==> src/rtl/fila_leitor.sv <==
// rtl/fila_leitor.sv - consumer for the fila queue: pops one word, holds it on a valid/ready output.
module fila_leitor #(
   parameter int DATA_WIDTH  = 8,
   parameter int HOLD_CYCLES = 4
) (
   input  logic                  clock_10KHz,
   input  logic                  reset,
   input  logic                  enable_in,
   input  logic [7:0]            len_in,
   input  logic [DATA_WIDTH-1:0] data_in,
   input  logic                  ready_in,
   output logic                  dequeue_out,
   output logic [DATA_WIDTH-1:0] data_out,
   output logic                  valid_out,
   output logic [7:0]            count_out
);

   typedef enum logic [1:0] {IDLE, POP, CAPTURE, PRESENT} state_t;

   localparam logic [7:0] HOLD_MAX = 8'(HOLD_CYCLES - 1);

   state_t                state_q, state_d;
   logic [DATA_WIDTH-1:0] data_q, data_d;
   logic [7:0]            hold_q, hold_d;
   logic [7:0]            count_q, count_d;
   logic                  dequeue_q, dequeue_d;
   logic                  valid_q, valid_d;

   always_comb begin
      state_d = state_q;
      data_d  = data_q;
      hold_d  = hold_q;
      count_d = count_q;
      case (state_q)
         IDLE: begin
            if (enable_in && (len_in != 8'd0)) state_d = POP;
         end
         POP: state_d = CAPTURE;
         CAPTURE: begin
            // fila presents the popped word during this cycle
            data_d  = data_in;
            hold_d  = 8'd0;
            state_d = PRESENT;
         end
         PRESENT: begin
            if (ready_in && (hold_q == HOLD_MAX)) begin
               count_d = count_q + 8'd1;
               state_d = IDLE;
            end else if (hold_q != HOLD_MAX) begin
               hold_d = hold_q + 8'd1;
            end
         end
         default: state_d = IDLE;
      endcase
      dequeue_d = (state_d == POP);
      valid_d   = (state_d == PRESENT);
   end

   always_ff @(posedge clock_10KHz) begin
      if (reset) begin
         state_q   <= IDLE;
         data_q    <= '0;
         hold_q    <= 8'd0;
         count_q   <= 8'd0;
         dequeue_q <= 1'b0;
         valid_q   <= 1'b0;
      end else begin
         state_q   <= state_d;
         data_q    <= data_d;
         hold_q    <= hold_d;
         count_q   <= count_d;
         dequeue_q <= dequeue_d;
         valid_q   <= valid_d;
      end
   end

   assign dequeue_out = dequeue_q;
   assign valid_out   = valid_q;
   assign data_out    = data_q;
   assign count_out   = count_q;

endmodule

==> config.mk <==
export PLATFORM = sky130hd
export DESIGN_NAME = fila_leitor
export DESIGN_NICKNAME = d
export VERILOG_FILES = /design/src/rtl/fila_leitor.sv
export SDC_FILE = /design/constraint.sdc
export NUM_CORES = 1
export LEC_CHECK = 0
export ABC_AREA = 1
export BUFFER_PORTS_ARGS = -buffer_cell sky130_fd_sc_hd__buf_2
export CAP_MARGIN = 25
export CORE_MARGIN = 4
export CORE_UTILIZATION = 40
export DETAILED_ROUTE_END_ITERATION = 7
export SYNTH_ARGS = -nofsm -noshare
export SYNTH_HDL_FRONTEND = slang
export SYNTH_SLANG_ARGS = --single-unit
==> constraint.sdc <==
create_clock -name clock_10KHz -period 2.85 [get_ports clock_10KHz]
set_input_delay 0.1425 -clock clock_10KHz [delete_from_list [all_inputs] [get_ports clock_10KHz]]
set_output_delay 0.1425 -clock clock_10KHz [all_outputs]
set_load 0.02 [all_outputs]
; Word-level counts from Yosys, hierarchy flattened
; Cells that the tools add are included.
[totals]
elab_cells = 30
inputBits = 20
ff_bits = 28
[op_classes]
mux = 6
add_sub_neg = 2
eq_ne = 9
reduce_logical = 7
[op_table]
columns = cell, n
row1 = adder 8 x 1 -> 8 bit (second input constant), 2
row2 = two-way mux 8 bit, 2
row3 = one-hot mux 8 bit (2 select lines), 1
row4 = == test 8 x 2 -> 1 bit (second input constant), 1
row5 = inequality test 8 x 2 -> 1 bit (second input constant), 1
row6 = one-hot mux 2 bit (4 select lines), 1
row7 = nonzero test 8 bit, 1
row8 = == test 2 bit (second input constant), 3
row9 = == test 2 x 1 -> 1 bit (second input constant), 2
row10 = two-way mux 2 bit, 2
row11 = inequality test 2 bit (second input constant), 2
row12 = AND reduction 3 bit, 1
row13 = logical AND 1 bit, 2
row14 = zero test 2 bit, 1
row15 = AND reduction 2 bit, 1
row16 = nonzero test 2 bit, 1

; Depth between registers and ports, before layout
; Gate-level depths: netlist (run 1).
[depth]
depth_word = 5
ltp_mapped = 8

; Worst setup path after synthesis (run 1)
; No wires, ideal clock.
[synth_timing]
path_type = register to register
from = register hold_q[0]
to = register count_q[0], in the netlist count_out[0]
setup_time_ns = 0.071
required_ns = 2.779
n_path_buf = 0
path_slack_ns = 1.565
stages_incl_launch_ff = 8
t_arrival_ns = 1.215
period_less_slack_ns = 1.285
path_cell_list = dfxtp_1 > ha_1 > inv_1 > nor2_2 > nand3_2 > nor2_4 > nand2_1 > a21oi_1
[synth_between]
elab_chain_cells = 3
[synth_lines]
columns = item, line
row1 = "start, declared", 24  ; logic [7:0] hold_q, hold_d;
row2 = "start signal, assigned", 70  ; hold_q <= hold_d;
row3 = == test 8 x 2 -> 1 bit, 46  ; if (ready_in && (hold_q == HOLD_MAX)) begin
row4 = logical AND 1 bit, 46
row5 = AND reduction 2 bit (no line), --
row6 = "end signal, assigned", 71  ; count_q <= count_d;
row7 = "end, declared", 25  ; logic [7:0] count_q, count_d;
; No other way between the ends.
; A chain may end at the register's enable or synchronous reset.

; Worst setup path in the final report (run 1)
[layout_timing]
from = register hold_q[1]
to = register count_q[0], in the netlist count_out[0]
; Same word-level chain as after synthesis.

==> impl_metrics.py, run 1 <==
metrics = {
    "run_status": {
        "status": "finished clean",
    },
    "final_layout": {
        "final_common_cell": "nand2_1",
        "layout-drive-gt1-share_pct": 22.0,
        "final_cell_mix": "nand2_1, buf_2, nor2_1, dfxtp_1",
        "fin_nets": 264,
        "multiInputGateArea_um2": 737,
        "syn2layout_area_growth_pct": 17.7,
        "seqCellArea_um2": 561,
        "antenna_cells": 0,
        "finalInstanceArea_mm2": 0.00166,
        "stdcell_count": 287,
        "fill_cells": 366,
    },
    "yosys": {
        "synth_largest_area_cell": "dfxtp_1",
        "synth_area_leaders": "dfxtp_1, nand2_1, nor2_1",
        "syn-cell-area_mm2": 0.00141,
        "synthArstFlopShare_pct": 0,
        "synth_top_area_share_pct": 39.8,
        "ys_warn_count": 0,
        "netlist-cell-type-count": 22,
        "netlist_instances": 204,
        "ys_seq_elements": 28,
        "synthFlopType": "dfxtp_1",
        "yosysSeqAreaShare_pct": 39.8,
        "synth.avg_cell_area_um2": 6.91,
        "synth-edff-count": 0,
        "synth_fp_nets": 226,
    },
    "setup_path": {
        "rr_worst_depth": 7,
        "worstSetupEndpoint": "count_out[0]",
        "path_cells": "ha_1, inv_1, nor2_2, nand3_2, nor2_4, nand2_1, a21oi_1",
        "rrSetupSlack_ns": 1.40,
        "cp-end-kind": "flip-flop",
        "worst_ep_arrival_time_ns": 1.73,
        "r2r-end": "count_out[0]",
        "slowest_stage": "dfxtp_1",
        "worstPathMaxFanout": 8,
        "slowest_delay_ns": 0.40,
        "startpoint": "hold_q[1]",
        "worstPathRequired_ns": 3.12,
        "critPathLaunchType": "flip-flop",
        "crit_type": "flip-flop to flip-flop",
        "timing.rr.start": "hold_q[1]",
    },
    "floorplanning": {
        "io_pins": 38,
        "rows": 21,
        "fp.coreArea_mm2": 0.00336,
        "dieArea_mm2": 0.00454,
        "fp.dieH_um": 67.4,
        "initial_core_util_pct": 41.9,
        "die_width_um": 67.4,
    },
    "sta": {
        "fmax_ghz": 0.688,
        "worstMarginPinSlew_ns": 0.419,
        "finalHoldViolations": 0,
        "hold_slack_ns": 0.0229,
        "setup_viol": 0,
        "finClkSkew_ns": 0.00213,
        "slew_viol_final": 0,
        "period_needed_ns": 1.45,
        "fin_tns_setup_ns": 0,
        "period_share_pct": 51.0,
        "maxSlewHeadroom_pct": 72.1,
        "rsz0062_at_grt": "no",
    },
    "clock_network": {
        "clockBufferDepth": 2,
        "cts_buffers": 3,
        "cts-root-buf": "clkbuf_4",
        "cts_num_sinks": 28,
        "tritoncts": "built",
        "htreeDepth": 1,
        "cts_hold_buf": 0,
        "clkTransAtPathRegs_ns": 0.15,
        "clk_latency_ns": 0.33,
        "postCtsSetupBuffers": 0,
        "cts.repair.resized": 0,
    },
    "global_routing": {
        "track_usage_pct": 14.4,
        "grt_pass1_vias": 1200,
        "grt_max_degree": 23,
        "grt_pass1_wl_um": 5130,
        "antenna_found_initial": 0,
        "gr-total-overflow": 0,
    },
    "power": {
        "ir_drop_mv": 0.398,
        "leakage_uw": 0.000767,
        "power_density_mw_per_mm2": 429,
    },
    "detailed_routing": {
        "via_per_inst": 4.60,
        "drt_iter0_drc": 62,
        "firstDrtPassIters": 4,
        "wire_per_inst_um": 10.1,
        "antenna_left": 0,
        "routed-via-count": 1319,
        "drc": 0,
        "routed_wl_um": 2910,
    },
    "place": {
        "place.gp.congestion": 0.839,
        "hpwl_um": 2180,
        "dpl.cell_count": 283,
        "portBuffers": 37,
        "dpl_cell_area_mm2": 0.00162,
    },
    "flow_run": {
        "maxCapViolCount": 0,
    },
    "hold_path": {
        "min_path_type": "input port to flip-flop",
    },
}
sequential cells by signal, indices dropped and copies added, names as in the netlist:
signal,cells
state_q,2
dequeue_out,1
data_out,8
valid_out,1
hold_q,8
count_out,8
layout make-up:
cell class	count	area share [%]
timing repair buffer	37	11.2
multi-input combinational	150	44.4
sequential	28	33.8
tap	46	3.47
inverter	22	4.98
clock buffer	4	2.19
worst max-delay path, delay by kind of cell, from the launching register on:
family	cells	cell delay (ns)
buffers and inverters	1	0.09
flip-flops	1	0.40
adder cells (fa/ha/maj)	1	0.27
AO/OA/AOI/OAI	1	0.12
AND/OR/NAND/NOR	4	0.53
where the power goes:
group	switching, uW	leakage [uW]	internal, uW
Clock	118	0.0000210	78.2
Sequential	12.1	0.000227	409
Combinational	61.1	0.000519	32.7
Total	191	0.000767	520
synth_stat cells (2+ instances only):
library cell and instances:
nand4_1 7, o21ai_0 9, dfxtp_1 28, nand2_2 2, nand3b_1 2, nand3_1 13, a21oi_1 19, ha_1 2
inv_2 3, nor3_1 2, nand2_1 55, xnor2_1 2, nor2_4 3, inv_1 19, clkbuf_1 2, xor2_1 2
buf_6 2, nor2_1 28
layer usage:
| metal | track usage, % | vias to the layer above | part of all wire [%] |
|---|---|---|---|
| met2 | 22.8 | 35 | 44 |
| met5 | 0 | - | 0 |
| met3 | 4.16 | 2 | 7.3 |
| met1 | 19.7 | 551 | 48 |
| met4 | 2.28 | 0 | 0.45 |
| li1 | - | 731 | - |
how the worst min path moves through the flow:
stage                     from           to  slack [ns]  cells past startpoint
floorplan                reset  dequeue_out        0.22                      1
global placement    data_in[5]  data_out[5]        0.37                      3
detailed placement  data_in[2]  data_out[2]        0.37                      3
CTS                 data_in[2]  data_out[2]        0.02                      3
global route        data_in[0]  data_out[0]       0.007                      3
finish              data_in[7]  data_out[7]        0.02                      3
kinds of logic after synthesis:
group,Yosys count,share of synthesized area (%)
AOI/OAI and AO/OA,28,9.94
DFF,28,39.8
adders and majority gates,2,1.77
buffers and inverters,26,7.99
and+or+nand+nor,116,38.1
xor gates and xnor gates,4,2.48
metrics by stage:
step / util, % / setup slack, ns / total power (uW)
CTS: 49.3 / 1.37 / 723
floorplan: - / 1.56 / 488
detailed placement: 48.3 / 1.40 / 525
global route: 49.3 / 1.13 / 750
finish: 49.3 / 1.40 / 711
global placement: 48.3 / 1.43 / 525
No activity file was read; power rests on OpenSTA's default activity.
==> inputs of run 2 (changes only) <==
--- a/config.mk
+++ b/config.mk
@@ -11,6 +11,7 @@
 export CORE_MARGIN = 4
 export CORE_UTILIZATION = 40
 export DETAILED_ROUTE_END_ITERATION = 7
+export PLACE_DENSITY = 0.66
 export SYNTH_ARGS = -nofsm -noshare
 export SYNTH_HDL_FRONTEND = slang
 export SYNTH_SLANG_ARGS = --single-unit
==> constraint.sdc (replaced) <==
create_clock -name clock_10KHz -period 1.3 [get_ports clock_10KHz]
set_input_delay 0.065 -clock clock_10KHz [delete_from_list [all_inputs] [get_ports clock_10KHz]]
set_output_delay 0.065 -clock clock_10KHz [all_outputs]
set_load 0.02 [all_outputs]
==> impl_metrics.py, run 2 (synthesis gave the netlist of run 1 again) <==
metrics = {
    "floorplanning": {
        "fp.dieH_um": 67.4,
        "rows": 21,
        "fp.coreArea_mm2": 0.00336,
        "die_width_um": 67.4,
        "dieArea_mm2": 0.00454,
        "io_pins": 38,
        "initial_core_util_pct": 41.9,
    },
    "setup_path": {
        "path_cells": "ha_4, inv_4, nor2_4, nand3_2, nor2_4, buf_4, nor3_1",
        "worstPathMaxFanout": 8,
        "cp-end-kind": "flip-flop",
        "slowest_stage": "dfxtp_4",
        "timing.rr.start": "hold_q[0]",
        "critPathLaunchType": "flip-flop",
        "slowest_delay_ns": 0.39,
        "worst_ep_arrival_time_ns": 1.48,
        "crit_type": "flip-flop to flip-flop",
        "path_common_cell": "nor2_4",
        "critPathBufInv": 2,
        "startpoint": "hold_q[0]",
        "cp_top_family": "simple AND/OR/NAND/NOR gates",
        "worstPathRequired_ns": 1.52,
    },
    "final_layout": {
        "final_common_cell": "nand2_1",
        "fin_nets": 286,
        "antenna_cells": 0,
        "stdcell_count": 309,
        "syn2layout_area_growth_pct": 35.9,
        "layout-drive-gt1-share_pct": 30.8,
        "fill_cells": 357,
        "final_cell_mix": "nand2_1, buf_2, nor2_1, dfxtp_1, inv_1",
    },
    "global_routing": {
        "use_met1_pct": 19.6,
        "track_usage_pct": 15.8,
        "grt_max_degree": 17,
        "grt_pass1_wl_um": 5550,
        "met3_usage_pct": 2.33,
        "grt_pass1_vias": 1339,
        "met2_usage_pct": 27.5,
        "antenna_found_initial": 0,
        "grt_most_used_layer": "met2",
        "gr-total-overflow": 0,
    },
    "detailed_routing": {
        "via_per_inst": 4.61,
        "routed-via-count": 1423,
        "routed_wl_um": 3300,
        "drt_iter0_drc": 37,
        "firstDrtPassIters": 4,
        "drc": 0,
        "antenna_left": 0,
        "wire_per_inst_um": 10.7,
    },
    "clock_network": {
        "clockBufferDepth": 2,
        "htreeDepth": 1,
        "cts-root-buf": "clkbuf_4",
        "clkTransAtPathRegs_ns": 0.16,
        "tritoncts": "built",
        "cts_buffers": 3,
        "clk_latency_ns": 0.33,
        "cts_num_sinks": 28,
    },
    "sta": {
        "rsz0062_at_grt": "yes",
        "maxSlewHeadroom_pct": 79.4,
        "period_needed_ns": 1.26,
        "fmax_ghz": 0.795,
        "finClkSkew_ns": 0.00456,
        "period_share_pct": 96.7,
        "setup_viol": 0,
        "worstMarginPinSlew_ns": 0.309,
        "slew_viol_final": 0,
        "finalHoldViolations": 0,
    },
    "power": {
        "p_comb_share_pct": 14.6,
        "seqPwrFrac_pct": 52.5,
        "leakage_uw": 0.000888,
        "p_sw_share_pct": 24.8,
        "switchingPower_uw": 433,
        "power_uw": 1740,
        "ir_drop_mv": 0.510,
        "pwr-share-clk_pct": 33.0,
        "intPower_uw": 1310,
        "power_density_mw_per_mm2": 909,
    },
    "flow_run": {
        "maxCapViolCount": 0,
    },
    "place": {
        "hpwl_um": 2320,
        "place.gp.congestion": 0.811,
        "portBuffers": 37,
        "dpl.cell_count": 295,
    },
    "hold_path": {
        "min_path_type": "input port to flip-flop",
        "holdCritStartpoint": "ready_in",
    },
    "run_status": {
        "status": "finished clean",
    },
}
-- run 2: changes by cell type in the layout (fill, tap and decap cells not counted), sizes merged --
| cell | delta |
|---|---|
| clkbuf | -1 |
| bufinv | +1 |
| buf | +13 |
| dlygate4sd3 | +9 |
-- run 2: worst reg2reg max path: stages (launching register included) --
cell and delay, ns:
dfxtp_4 0.39, ha_4 0.17, inv_4 0.04, nor2_4 0.08, nand3_2 0.11, nor2_4 0.18
buf_4 0.14, nor3_1 0.03
-- run 2: area by class of cell --
cell class / instances / area [um2] / share of cell area (%)
Tap cell: 46 / 57.6 / 3.00
Multi-Input combinational cell: 150 / 777 / 40.5
Sequential cell: 28 / 572 / 29.8
Timing Repair Buffer: 59 / 373 / 19.5
Inverter: 22 / 85.1 / 4.44
Clock inverter: 1 / 30.0 / 1.57
Clock buffer: 3 / 22.5 / 1.17
-- run 2: path summary, 6_finish.rpt --
check             cells after the start  slack (ns)      endpoint
setup / recovery                      7        0.04    state_q[1]
hold / removal                        3        0.05  count_out[2]
setup reg to reg                      7        0.04    state_q[1]
hold reg to reg                       2        0.47   data_out[6]
-- run 2: per-stage QoR --
step           utilization [%]  instance area [um2]  hold WS (ns)  TNS (ns)  setup WS (ns)
3_3_place_gp              50.9                 1710         0.288         0         0.0217
5_1_grt                   57.0                 1920        0.0696    -0.567        -0.0578
6_report                  57.0                 1920        0.0495         0         0.0423
3_5_place_dp              50.9                 1710         0.292    -0.209        -0.0524
2_1_floorplan                -                 1410         0.144         0         0.0150
4_1_cts                   56.0                 1880        0.0339         0        0.00120
-- run 2: per-layer routing --
metal | part of all wire (%) | vias to the layer above
met4 | 0.73 | 0
met2 | 48 | 33
li1 | - | 771
met5 | 0 | -
met3 | 5.0 | 2
met1 | 46 | 617
-- run 2: power by group through the flow --
stage	sequential, uW	combinational, uW	clock, uW
6_report	914	254	574
5_1_grt	920	288	634
4_1_cts	916	254	594
3_5_place_dp	933	232	0
3_3_place_gp	934	232	0
2_1_floorplan	979	90.2	0
-- run 2: what timing repair did --
action,4_1_cts,5_1_grt
setup buffers,0,1
resized for setup,10,9
pin swaps,6,7
hold buffers,9,0
endpoints found under the hold margin,9,0
endpoints found under the setup margin,15,16
==> inputs of run 3 (changes only) <==
--- a/config.mk
+++ b/config.mk
@@ -11,7 +11,9 @@
 export CORE_MARGIN = 4
 export CORE_UTILIZATION = 40
 export DETAILED_ROUTE_END_ITERATION = 7
+export GPL_TIMING_DRIVEN = 0
 export PLACE_DENSITY = 0.66
+export SETUP_SLACK_MARGIN = 0.05
 export SYNTH_ARGS = -nofsm -noshare
 export SYNTH_HDL_FRONTEND = slang
 export SYNTH_SLANG_ARGS = --single-unit
==> impl_metrics.py, run 3 (synthesis gave the netlist of run 1 again) <==
metrics = {
    "floorplanning": {
        "initial_core_util_pct": 41.9,
        "dieArea_mm2": 0.00454,
        "io_pins": 38,
        "rows": 21,
        "fp.coreArea_mm2": 0.00336,
        "fp.dieH_um": 67.4,
        "die_width_um": 67.4,
    },
    "setup_path": {
        "path_cells": "ha_4, inv_2, nor2_4, nand3_4, nor2_4, nand2_1, a21oi_2",
        "timing.rr.start": "hold_q[0]",
        "critPathBufInv": 1,
        "rr_worst_depth": 7,
        "r2r-end": "count_out[3]",
        "path_common_cell": "nor2_4",
        "worst_ep_arrival_time_ns": 1.59,
        "critPathLaunchType": "flip-flop",
        "startpoint": "hold_q[0]",
        "worstPathRequired_ns": 1.60,
        "crit_type": "flip-flop to flip-flop",
        "rrSetupSlack_ns": 0.005,
        "crit_cells": 7,
        "worstSetupEndpoint": "count_out[3]",
        "cp-end-kind": "flip-flop",
        "slowest_stage": "dfxtp_2",
        "cp_top_family": "simple AND/OR/NAND/NOR gates",
        "slowest_delay_ns": 0.39,
        "worstPathMaxFanout": 8,
    },
    "sta": {
        "hold_slack_ns": 0.0422,
        "finClkSkew_ns": 0.00213,
        "fmax_ghz": 0.772,
        "period_needed_ns": 1.29,
        "period_share_pct": 99.6,
        "maxSlewHeadroom_pct": 64.2,
        "slew_viol_final": 0,
        "worstMarginPinSlew_ns": 0.538,
        "setup_viol": 0,
        "finalHoldViolations": 0,
        "rsz0062_at_grt": "yes",
    },
    "final_layout": {
        "antenna_cells": 0,
        "fin_nets": 284,
        "layout-drive-gt1-share_pct": 30.3,
        "final_cell_mix": "nand2_1, buf_2, nor2_1, inv_1, dfxtp_1",
        "final_common_cell": "nand2_1",
        "post-route-util_pct": 56.9,
        "fill_cells": 340,
        "multiInputGateArea_um2": 786,
        "seqCellArea_um2": 576,
        "finalInstanceArea_mm2": 0.00191,
        "syn2layout_area_growth_pct": 35.8,
    },
    "clock_network": {
        "tritoncts": "built",
        "clk_latency_ns": 0.34,
        "cts_buffers": 3,
        "cts-root-buf": "clkbuf_4",
        "cts_num_sinks": 28,
        "clkTransAtPathRegs_ns": 0.16,
        "clockBufferDepth": 2,
        "htreeDepth": 1,
    },
    "hold_path": {
        "min_path_type": "input port to flip-flop",
    },
    "global_routing": {
        "grt_max_degree": 17,
        "grt_pass1_wl_um": 5640,
        "track_usage_pct": 16.3,
        "grt_pass1_vias": 1299,
        "gr-total-overflow": 0,
        "antenna_found_initial": 0,
    },
    "run_status": {
        "status": "finished clean",
    },
    "power": {
        "pwr-share-clk_pct": 34.0,
        "intPower_uw": 1300,
        "leakage_uw": 0.000872,
        "seqPwrFrac_pct": 52.4,
        "switchingPower_uw": 459,
        "p_sw_share_pct": 26.0,
        "power_density_mw_per_mm2": 921,
        "ir_drop_mv": 0.516,
        "p_comb_share_pct": 13.6,
    },
    "flow_run": {
        "maxCapViolCount": 0,
    },
    "place": {
        "hpwl_um": 2230,
        "portBuffers": 37,
        "place.gp.congestion": 0.770,
        "dpl_cell_area_mm2": 0.00167,
    },
    "detailed_routing": {
        "routed-via-count": 1436,
        "via_per_inst": 4.68,
        "wire_per_inst_um": 11.0,
        "antenna_left": 0,
        "drc": 0,
        "drt_iter0_drc": 79,
        "routed_wl_um": 3380,
        "firstDrtPassIters": 5,
    },
}
run 3: how the worst min path moves through the flow:
| stage | startpoint | endpoint | slack, ns | depth (start not counted) |
|---|---|---|---|---|
| CTS | ready_in | count_out[2] | 0.02 | 3 |
| finish | ready_in | count_out[2] | 0.04 | 3 |
| global route | ready_in | count_out[2] | 0.06 | 3 |
| global placement | reset | dequeue_out | 0.28 | 2 |
| floorplan | reset | dequeue_out | 0.14 | 1 |
| detailed placement | reset | dequeue_out | 0.29 | 2 |
run 3: final cells by class:
| cell class | instances | area share, % |
|---|---|---|
| buffer | 3 | 0.980 |
| clock buffer | 3 | 1.18 |
| clock inverter | 1 | 1.57 |
| inverter | 22 | 4.31 |
| multi-input combinational | 150 | 41.0 |
| sequential | 28 | 30.1 |
| tap | 46 | 3.01 |
| timing repair buffer | 54 | 17.8 |
run 3: power by group through the flow:
stage	registers (uW)	clock network, uW	logic (uW)
5_1_grt	930	650	269
3_3_place_gp	943	0	213
4_1_cts	922	601	238
3_5_place_dp	943	0	214
2_1_floorplan	979	0	90.3
6_report	924	600	241
run 3: timing repair:
item | 4_1_cts | 5_1_grt
setup buffers | 7 | 0
hold buffers | 10 | 0
pin swaps | 7 | 4
endpoints found under the hold margin | 9 | 0
gates resized for setup | 10 | 9
cloned | 0 | 0
setup endpoints to repair | 17 | 27
run 3: worst reg2reg max path, cell delays in order, from the launching register on:
cell and delay, ns:
dfxtp_2 0.39, ha_4 0.16, inv_2 0.05, nor2_4 0.12, nand3_4 0.11, nor2_4 0.22
nand2_1 0.09, a21oi_2 0.11
run 3: metrics by stage:
step	instances	TNS [ns]	total power, uW	setup WS [ns]
final	307	0	1760	0.00542
after global routing	307	-0.930	1850	-0.0927
after CTS	307	0	1760	0.0285
after detailed placement	287	-0.918	1160	-0.106
after global placement	287	-0.699	1160	-0.0946
after floorplan	204	0	1070	0.0615
run 3: per-layer routing:
layer	GRT usage, %	share of wire (%)	vias up
met3	3.49	5.2	5
li1	-	-	769
met4	6.08	1.4	0
met1	21.2	48	628
met5	0	0	-
met2	26.5	46	34
